--- src/rtl/nano_pkg.sv ---
// Shared widths, entry type and register-mask helper for the nano processor
// register write path.
package nano_pkg;

  localparam int DATA_W   = 4;
  localparam int ADDR_W   = 3;
  localparam int NUM_REGS = 1 << ADDR_W;

  localparam logic [ADDR_W-1:0] REG_ZERO = 3'd0;

  typedef struct packed {
    logic [ADDR_W-1:0] addr;
    logic [DATA_W-1:0] data;
  } wb_entry_t;

  // R0 never reports as busy, so its bit is always cleared.
  function automatic logic [NUM_REGS-1:0] reg_onehot(input logic [ADDR_W-1:0] a);
    return (NUM_REGS'(1) << a) & ~NUM_REGS'(1);
  endfunction

endpackage

--- src/rtl/wb_fifo.sv ---
// In-order FIFO of pending register writes; exposes per-entry valid/address
// so the owner can build a register busy mask.
module wb_fifo
  import nano_pkg::*;
#(
  parameter  int DEPTH = 2,
  localparam int PTR_W = (DEPTH > 1) ? $clog2(DEPTH) : 1,
  localparam int CNT_W = $clog2(DEPTH + 1)
) (
  input  logic                         clk_i,
  input  logic                         rst_ni,
  input  logic                         push_i,
  input  logic                         pop_i,
  input  logic                         flush_i,
  input  wb_entry_t                    entry_i,
  output wb_entry_t                    head_o,
  output logic [CNT_W-1:0]             count_o,
  output logic [DEPTH-1:0]             ent_vld_o,
  output logic [DEPTH-1:0][ADDR_W-1:0] ent_addr_o
);

  wb_entry_t        mem_q [DEPTH];
  logic [PTR_W-1:0] rd_ptr_q, rd_ptr_d;
  logic [PTR_W-1:0] wr_ptr_q, wr_ptr_d;
  logic [CNT_W-1:0] cnt_q, cnt_d;
  logic             do_push, do_pop;

  assign do_push = push_i & ~flush_i & (cnt_q != CNT_W'(DEPTH));
  assign do_pop  = pop_i  & ~flush_i & (cnt_q != '0);

  // Pointers wrap naturally because DEPTH is a power of two.
  always_comb begin
    rd_ptr_d = rd_ptr_q;
    wr_ptr_d = wr_ptr_q;
    cnt_d    = cnt_q;
    if (flush_i) begin
      rd_ptr_d = '0;
      wr_ptr_d = '0;
      cnt_d    = '0;
    end else begin
      if (do_push) wr_ptr_d = wr_ptr_q + PTR_W'(1);
      if (do_pop)  rd_ptr_d = rd_ptr_q + PTR_W'(1);
      cnt_d = cnt_q + CNT_W'(do_push) - CNT_W'(do_pop);
    end
  end

  always_ff @(posedge clk_i or negedge rst_ni) begin
    if (!rst_ni) begin
      rd_ptr_q <= '0;
      wr_ptr_q <= '0;
      cnt_q    <= '0;
    end else begin
      rd_ptr_q <= rd_ptr_d;
      wr_ptr_q <= wr_ptr_d;
      cnt_q    <= cnt_d;
    end
  end

  always_ff @(posedge clk_i) begin
    if (do_push) mem_q[wr_ptr_q] <= entry_i;
  end

  function automatic logic slot_valid(input int idx, input logic [PTR_W-1:0] rd,
                                      input logic [CNT_W-1:0] cnt);
    logic [PTR_W-1:0] off;
    off = PTR_W'(idx) - rd;
    return CNT_W'(off) < cnt;
  endfunction

  always_comb begin
    for (int i = 0; i < DEPTH; i++) begin
      ent_vld_o[i]  = slot_valid(i, rd_ptr_q, cnt_q);
      ent_addr_o[i] = mem_q[i].addr;
    end
  end

  assign head_o  = mem_q[rd_ptr_q];
  assign count_o = cnt_q;

endmodule

--- src/rtl/reg_writeback_unit.sv ---
// Write-side driver for the 8 x 4-bit register bank: handshake, R0 filter,
// in-order buffering, registered bank outputs and read-after-write busy mask.
module reg_writeback_unit
  import nano_pkg::*;
#(
  parameter  int DEPTH = 2,
  localparam int CNT_W = $clog2(DEPTH + 1)
) (
  input  logic                Clk,
  input  logic                Reset_n,
  input  logic                Wr_Valid,
  output logic                Wr_Ready,
  input  logic [ADDR_W-1:0]   Wr_Addr,
  input  logic [DATA_W-1:0]   Wr_Data,
  input  logic                Flush,
  output logic [ADDR_W-1:0]   Reg_En,
  output logic [DATA_W-1:0]   ValStore,
  output logic [NUM_REGS-1:0] Busy_Mask,
  output logic [CNT_W-1:0]    Pending_Cnt
);

  wb_entry_t                    req, head;
  logic [CNT_W-1:0]             cnt;
  logic [DEPTH-1:0]             ent_vld;
  logic [DEPTH-1:0][ADDR_W-1:0] ent_addr;
  logic                         accept, push, pop;
  logic [ADDR_W-1:0]            reg_en_q, reg_en_d;
  logic [DATA_W-1:0]            val_q, val_d;
  logic [NUM_REGS-1:0]          busy;

  // Ready depends only on state and Flush, never on Wr_Valid.
  assign Wr_Ready = (cnt < CNT_W'(DEPTH)) & ~Flush;
  assign accept   = Wr_Valid & Wr_Ready;
  assign push     = accept & (Wr_Addr != REG_ZERO);
  assign pop      = (cnt != '0) & ~Flush;

  assign req.addr = Wr_Addr;
  assign req.data = Wr_Data;

  wb_fifo #(.DEPTH(DEPTH)) u_fifo (
    .clk_i      (Clk),
    .rst_ni     (Reset_n),
    .push_i     (push),
    .pop_i      (pop),
    .flush_i    (Flush),
    .entry_i    (req),
    .head_o     (head),
    .count_o    (cnt),
    .ent_vld_o  (ent_vld),
    .ent_addr_o (ent_addr)
  );

  always_comb begin
    reg_en_d = '0;
    val_d    = '0;
    if (pop) begin
      reg_en_d = head.addr;
      val_d    = head.data;
    end
  end

  always_ff @(posedge Clk or negedge Reset_n) begin
    if (!Reset_n) begin
      reg_en_q <= '0;
      val_q    <= '0;
    end else begin
      reg_en_q <= reg_en_d;
      val_q    <= val_d;
    end
  end

  // Reg_En = 0 maps to no bit because reg_onehot clears the R0 position.
  always_comb begin
    busy = reg_onehot(reg_en_q);
    for (int i = 0; i < DEPTH; i++) begin
      if (ent_vld[i]) busy = busy | reg_onehot(ent_addr[i]);
    end
  end

  assign Reg_En      = reg_en_q;
  assign ValStore    = val_q;
  assign Busy_Mask   = busy;
  assign Pending_Cnt = cnt;

endmodule
--- config.mk ---
export PLATFORM = sky130hd
export DESIGN_NAME = reg_writeback_unit
export DESIGN_NICKNAME = d
export VERILOG_FILES = /design/src/rtl/nano_pkg.sv /design/src/rtl/wb_fifo.sv /design/src/rtl/reg_writeback_unit.sv
export SDC_FILE = /design/constraint.sdc
export NUM_CORES = 1
export LEC_CHECK = 0
export CORE_MARGIN = 10
export CORE_UTILIZATION = 52
export DETAILED_ROUTE_END_ITERATION = 12
export GPL_ROUTABILITY_DRIVEN = 0
export PLACE_DENSITY = 0.83
export SLEW_MARGIN = 15
export SYNTH_ARGS = -nofsm -noshare
export SYNTH_HDL_FRONTEND = slang
export SYNTH_SLANG_ARGS = --single-unit
--- constraint.sdc ---
create_clock -name Clk -period 2.8 [get_ports Clk]
set_input_delay 0.56 -clock Clk [delete_from_list [all_inputs] [get_ports Clk]]
set_output_delay 0.56 -clock Clk [all_outputs]
set_load 0.02 [all_outputs]
**Yosys cells after proc, flatten, opt, wreduce, memory -nomap -nowiden**

Memory sizes are Yosys's and may differ from the RTL's.
Cells that the tools add are included.
W data, S select, Z words.

- RAM bits: 14
- Memories: 1
- Register bits: 11
- Bits of input ports: 11
- Word-level logic and storage cells: 45

Memories:

| memory | words | bits a word | read ports | clocked after Yosys merged registers in | wr ports | line | RTL |
|---|---|---|---|---|---|---|---|
| u_fifo.mem_q | 2 | 7 | 3 | 0 | 1 | wb_fifo.sv:22 | `wb_entry_t mem_q [DEPTH];` |

- Shift operators: 3
- Order comparisons: 3
- Mux-type cells: 11
- Bitwise operators: 11
- Reductions and logical operators: 4
- $add $sub $neg: 6
- Eq/ne operators: 1

Operator list:

| kind | number |
|---|---|
| $shl A1 B3 Y8 const A | 3 |
| $mux W8 | 2 |
| $or A8 B8 Y8 | 2 |
| $and A1 B1 Y1 | 8 |
| $mux W1 | 6 |
| $reduce_bool A2 Y1 | 3 |
| $lt A1 B2 Y1 | 2 |
| $mux W4 | 1 |
| $mux W3 | 1 |
| $reduce_bool A3 Y1 | 1 |
| $add A1 B1 Y1 const B | 2 |
| $add A2 B1 Y2 | 1 |
| $lt A2 B2 Y1 const B | 1 |
| $mux W2 | 1 |
| $ne A2 B2 Y1 const B | 1 |
| $sub A1 B1 Y1 const A | 2 |
| $sub A2 B1 Y2 | 1 |
| $not A1 Y1 | 1 |

**Longest topological paths before layout**

- Depth after elaboration: 9
- Mapped depth: 11
- Gate-level depth less buffers: 9

**Hierarchy**

A second synthesis with hierarchy kept.

- Cell total of the unflattened synthesis: 101
- Area, all modules: 1,278.7 µm²

Modules (own cells, without submodules):

| module | times used | area an instance (µm²) | cells an instance |
|---|---|---|---|
| wb_fifo | 1 | 798.3 | 54 |
| reg_writeback_unit | 1 | 480.5 | 47 |

**Least setup slack after synthesis**

OpenSTA, ideal clock, no wires.

- Path kind: flip-flop to flip-flop
- From: register u_fifo.cnt_q[1], in the netlist u_fifo.count_o[1]
- To: register u_fifo.cnt_q[1], in the netlist u_fifo.count_o[1]
- Arrival: 1.910 ns
- Cell stages (with the launch flop): 12
- Library setup time: 0.086 ns
- Period minus slack after synthesis: 1.996 ns
- Path slack: 0.804 ns
- Path buffers: 2
- Required time: 2.714 ns
- Path through: dfrtp_1 buf_4 nor2_1 or2_1 buf_2 inv_2 ha_1 inv_1 ha_1 xor2_1 and2_1 nor3_1

- Longest elaborated chain between the ends: 9
- Elaborated cells on any way between the ends: 14
- Those cells by class: add/sub: 2; order compare: 1; eq/ne: 1; mux: 1; bitwise: 8; reduce/logical: 1

Ends and longest elaborated chain:

| what | line | RTL |
|---|---|---|
| start: declaration | wb_fifo.sv:25 | `logic [CNT_W-1:0] cnt_q, cnt_d;` |
| start signal: assignment | wb_fifo.sv:55 | `cnt_q <= cnt_d;` |
| $lt A2 B2 Y1 | reg_writeback_unit.sv:32 | `assign Wr_Ready = (cnt < CNT_W'(DEPTH)) & ~Flush;` |
| $and A1 B1 Y1 | reg_writeback_unit.sv:32 |  |
| $and A1 B1 Y1 | reg_writeback_unit.sv:33 | `assign accept = Wr_Valid & Wr_Ready;` |
| $and A1 B1 Y1 | reg_writeback_unit.sv:34 | `assign push = accept & (Wr_Addr != REG_ZERO);` |
| $and A1 B1 Y1 (2 in a row) | wb_fifo.sv:28 | `assign do_push = push_i & ~flush_i & (cnt_q != CNT_W'(DEPTH));` |
| $add A2 B1 Y2 | wb_fifo.sv:43 | `cnt_d = cnt_q + CNT_W'(do_push) - CNT_W'(do_pop);` |
| $sub A2 B1 Y2 * | wb_fifo.sv:43 |  |
| $mux W2 * | wb_fifo.sv:36 | `if (flush_i) begin` |
| via u_fifo.cnt_d[1] | wb_fifo.sv:25 |  |

Mark *: on every way through the listed nets, which the timed path passes. The rest lies on a longest branch.
A chain may end at the register's enable or synchronous reset.

**Final worst setup path**

- From: register u_fifo.cnt_q[0], in the netlist u_fifo.count_o[0]
- To: output Busy_Mask[4]

- Longest elaborated chain between the ends: 4
- Elaborated cells on any way between the ends: 5
- Those cells by class: order compare: 2; mux: 2; bitwise: 1

Ends and longest elaborated chain:

| what | line | RTL |
|---|---|---|
| $lt A1 B2 Y1 | wb_fifo.sv:67 | `return CNT_W'(off) < cnt;` |
| $mux W8 | reg_writeback_unit.sv:76 | `if (ent_vld[i]) busy = busy \| reg_onehot(ent_addr[i]);` |
| $or A8 B8 Y8 | reg_writeback_unit.sv:76 |  |
| $mux W8 * | reg_writeback_unit.sv:76 |  |
| end: declaration | reg_writeback_unit.sv:18 | `output logic [NUM_REGS-1:0] Busy_Mask,` |

Mark *: on every way between the ends. The rest lies on a longest branch, timed or not.

==> results.cfg <==
[clock_tree]
cts_resized = 0
ctsHoldBuffers = 0
cts_setup_buffers = 0
clock_latency_ns = 0.30
cts_tree = built
clockBufferDepth = 2
h-tree-depth = 1
root_buffer = clkbuf_4
cts.sinks = 25
cts_made_buffers = 3
clk_pin_slew_ns = 0.13

[power_and_ir_drop]
p_total_mw = 1.247
powerDensity_nw_per_um2 = 822.9
p_leak_nw = 0.5929
irDropWorstVdd_uv = 499.3

[yosys]
synthesis.instances = 99
yosys.area_share.simple_pct = 16.89
synth_top_family_by_area = simple AND/OR/NAND/NOR gates
synth_edf_count = 14
ys_ff_latch = 25
synthDistinctLibCells = 40
synth_top_area_cell = edfxtp_1
ys.flop_type = edfxtp_1
synth_fp_nets = 112
synth_compound_area_share_pct = 10.11
synth_top_area_share_pct = 35.04
syn_area_per_cell_um2 = 12.12
yosysWarnings = 0
synthAdderAreaFrac_pct = 2.086
netlist_area_um2 = 1200
ys_seq_area_share_pct = 57.98
synth_mux_area_share_pct = 6.674
ys_async_sr_fraction_pct = 44.00
yosys-top-cells-area = edfxtp_1 35%, dfrtp_1 23%, mux2i_1 6.7%, nor2_1 3.8%, ha_1 2.1%
synth_xor_area_share_pct = 1.460

[critical_path]
crit_type = register to output pin
crit_path_start_kind = register
critPathBufInv = 1
crit_family = compound AO/OA/AOI/OAI gates
cp_slowest_stage_delay_ns = 0.55
worstPathMaxFanout = 6
critPathSlowestCell = clkdlybuf4s50_1
end_kind = output pin
cp.arrival_ns = 2.07
cp.required_ns = 2.24
worstPathCellList = nor2b_4 -> o21ba_1 -> a311o_1 -> clkdlybuf4s50_1

[finish]
layout.nets = 141
post-route-util_pct = 68.50
antenna_cells = 0
syn_to_final_growth_pct = 26.28
final_cell_mix = 27 x clkdlybuf4s50_1, 14 x edfxtp_1, 12 x nor2_1, 11 x dfrtp_1, 8 x mux2i_1
final_common_cell = clkdlybuf4s50_1
final_layout_size_suffix_gt1_share_pct = 7.874
fin_cells = 155
fin_area_um2 = 1515

[die]
io_pins = 29
start_util_pct = 54.24
rows = 17
fp.dieH_um = 68.04
die_x_um = 68.04
die_area_um2 = 4629
core-area_um2 = 2212

[global_routing]
first_global_vias = 889
gr-total-overflow = 0
grt_pass1_wl_mm = 3.960
grt_max_degree = 16
grt_use_total_pct = 10.69
antenna_found_initial = 0

[detailed_routing]
vias = 850
drc = 0
drtPass1Iterations = 4
viasPerCell = 5.484
wl_mm = 2.455
wire_per_inst_um = 15.84
first_iter_violations = 72
final_antenna_net_count = 0

[place]
io_buffers = 27
dpl.hpwl_mm = 1.956
dp.cells = 151
post-place-ws_ns = 0.2878
post_dp_cell_area_um2 = 1485

[sta]
fmax_ghz = 0.3807
holdWs_ns = 0.5157
finalSetupViolations = 0
post-route-min-period_ns = 2.627
rsz0062_at_grt = no
fin_skew_ns = 0.002531
tns_ns = 0
finalHoldViolCount = 0
slew_viol_final = 0
finalCritPeriodShare_pct = 93.81
fin_ws_ns = 0.1734

[status]
run_status = completed

[min_path]
min_path_type = register to register

[flow_run]
drv_cap = 0
## kinds of logic after synthesis
family	after synthesis
multiplexers	8
buffers and inverters	10
AND/OR/NAND/NOR	36
flip-flops	25
AO/OA/AOI/OAI	15
adder cells (fa/ha/maj)	2
XOR/XNOR	2
other	1
## worst reg2reg max path, delay by kind of cell, from the launching register on
kind                     cells  cell delay [ns]
adder cells (fa/ha/maj)      2             0.47
buffers and inverters        2             0.10
AND/OR/NAND/NOR              4             0.76
XOR/XNOR                     1             0.15
flip-flops                   1             0.51
## registers in the layout, summed over array words and instances, names as in the netlist
register         cells
Reg_En               3
ValStore             4
u_fifo.count_o       2
u_fifo.mem_q        14
u_fifo.rd_ptr_q      1
u_fifo.wr_ptr_q      1
## worst paths after layout
path / startpoint / endpoint / slack [ns] / cells past startpoint
max in group asynchronous: Reset_n / ValStore[3] / 1.91 / 1
setup / recovery: u_fifo.count_o[0] / Busy_Mask[4] / 0.17 / 4
hold reg to reg: u_fifo.mem_q[0][3] / ValStore[3] / 0.52 / 2
hold / removal: u_fifo.mem_q[0][3] / ValStore[3] / 0.52 / 2
min in group asynchronous: Reset_n / u_fifo.wr_ptr_q / 0.56 / 1
setup reg to reg: u_fifo.count_o[1] / u_fifo.count_o[1] / 0.74 / 9
## cell type report
cell class / count / area, um2
inverter: 5 / 18.77
sequential: 25 / 695.7
fill: 178 / 696.9
timing repair buffer: 29 / 285.3
tap: 28 / 35.03
clock inverter: 1 / 7.507
clock buffer: 3 / 22.52
multi-input combinational: 64 / 450.4
## metal layers
metal	routed length [um]	vias to the layer above	global-route usage, %
met4	16	0	2.764
met5	0	-	0
met1	1016	417	11.23
met2	1231	18	20.47
li1	-	413	-
met3	191	2	2.773
## cell usage after synthesis (2+ instances only)
library cell / count
mux2i_1: 8
o211ai_1: 3
nor3b_1: 3
ha_1: 2
nand3_1: 2
nor2_1: 12
dfrtp_1: 11
nand2_1: 3
inv_1: 4
nor2b_1: 4
edfxtp_1: 14
xor2_1: 2
nand3b_1: 2
and2_1: 2
buf_4: 2
## report_power, final
group / switching [mW] / internal, mW / total (mW)
clock network: 0.101 / 0.0543 / 0.155
registers: 0.0829 / 0.455 / 0.538
logic: 0.285 / 0.268 / 0.554
(Power assumes the default switching activity.)
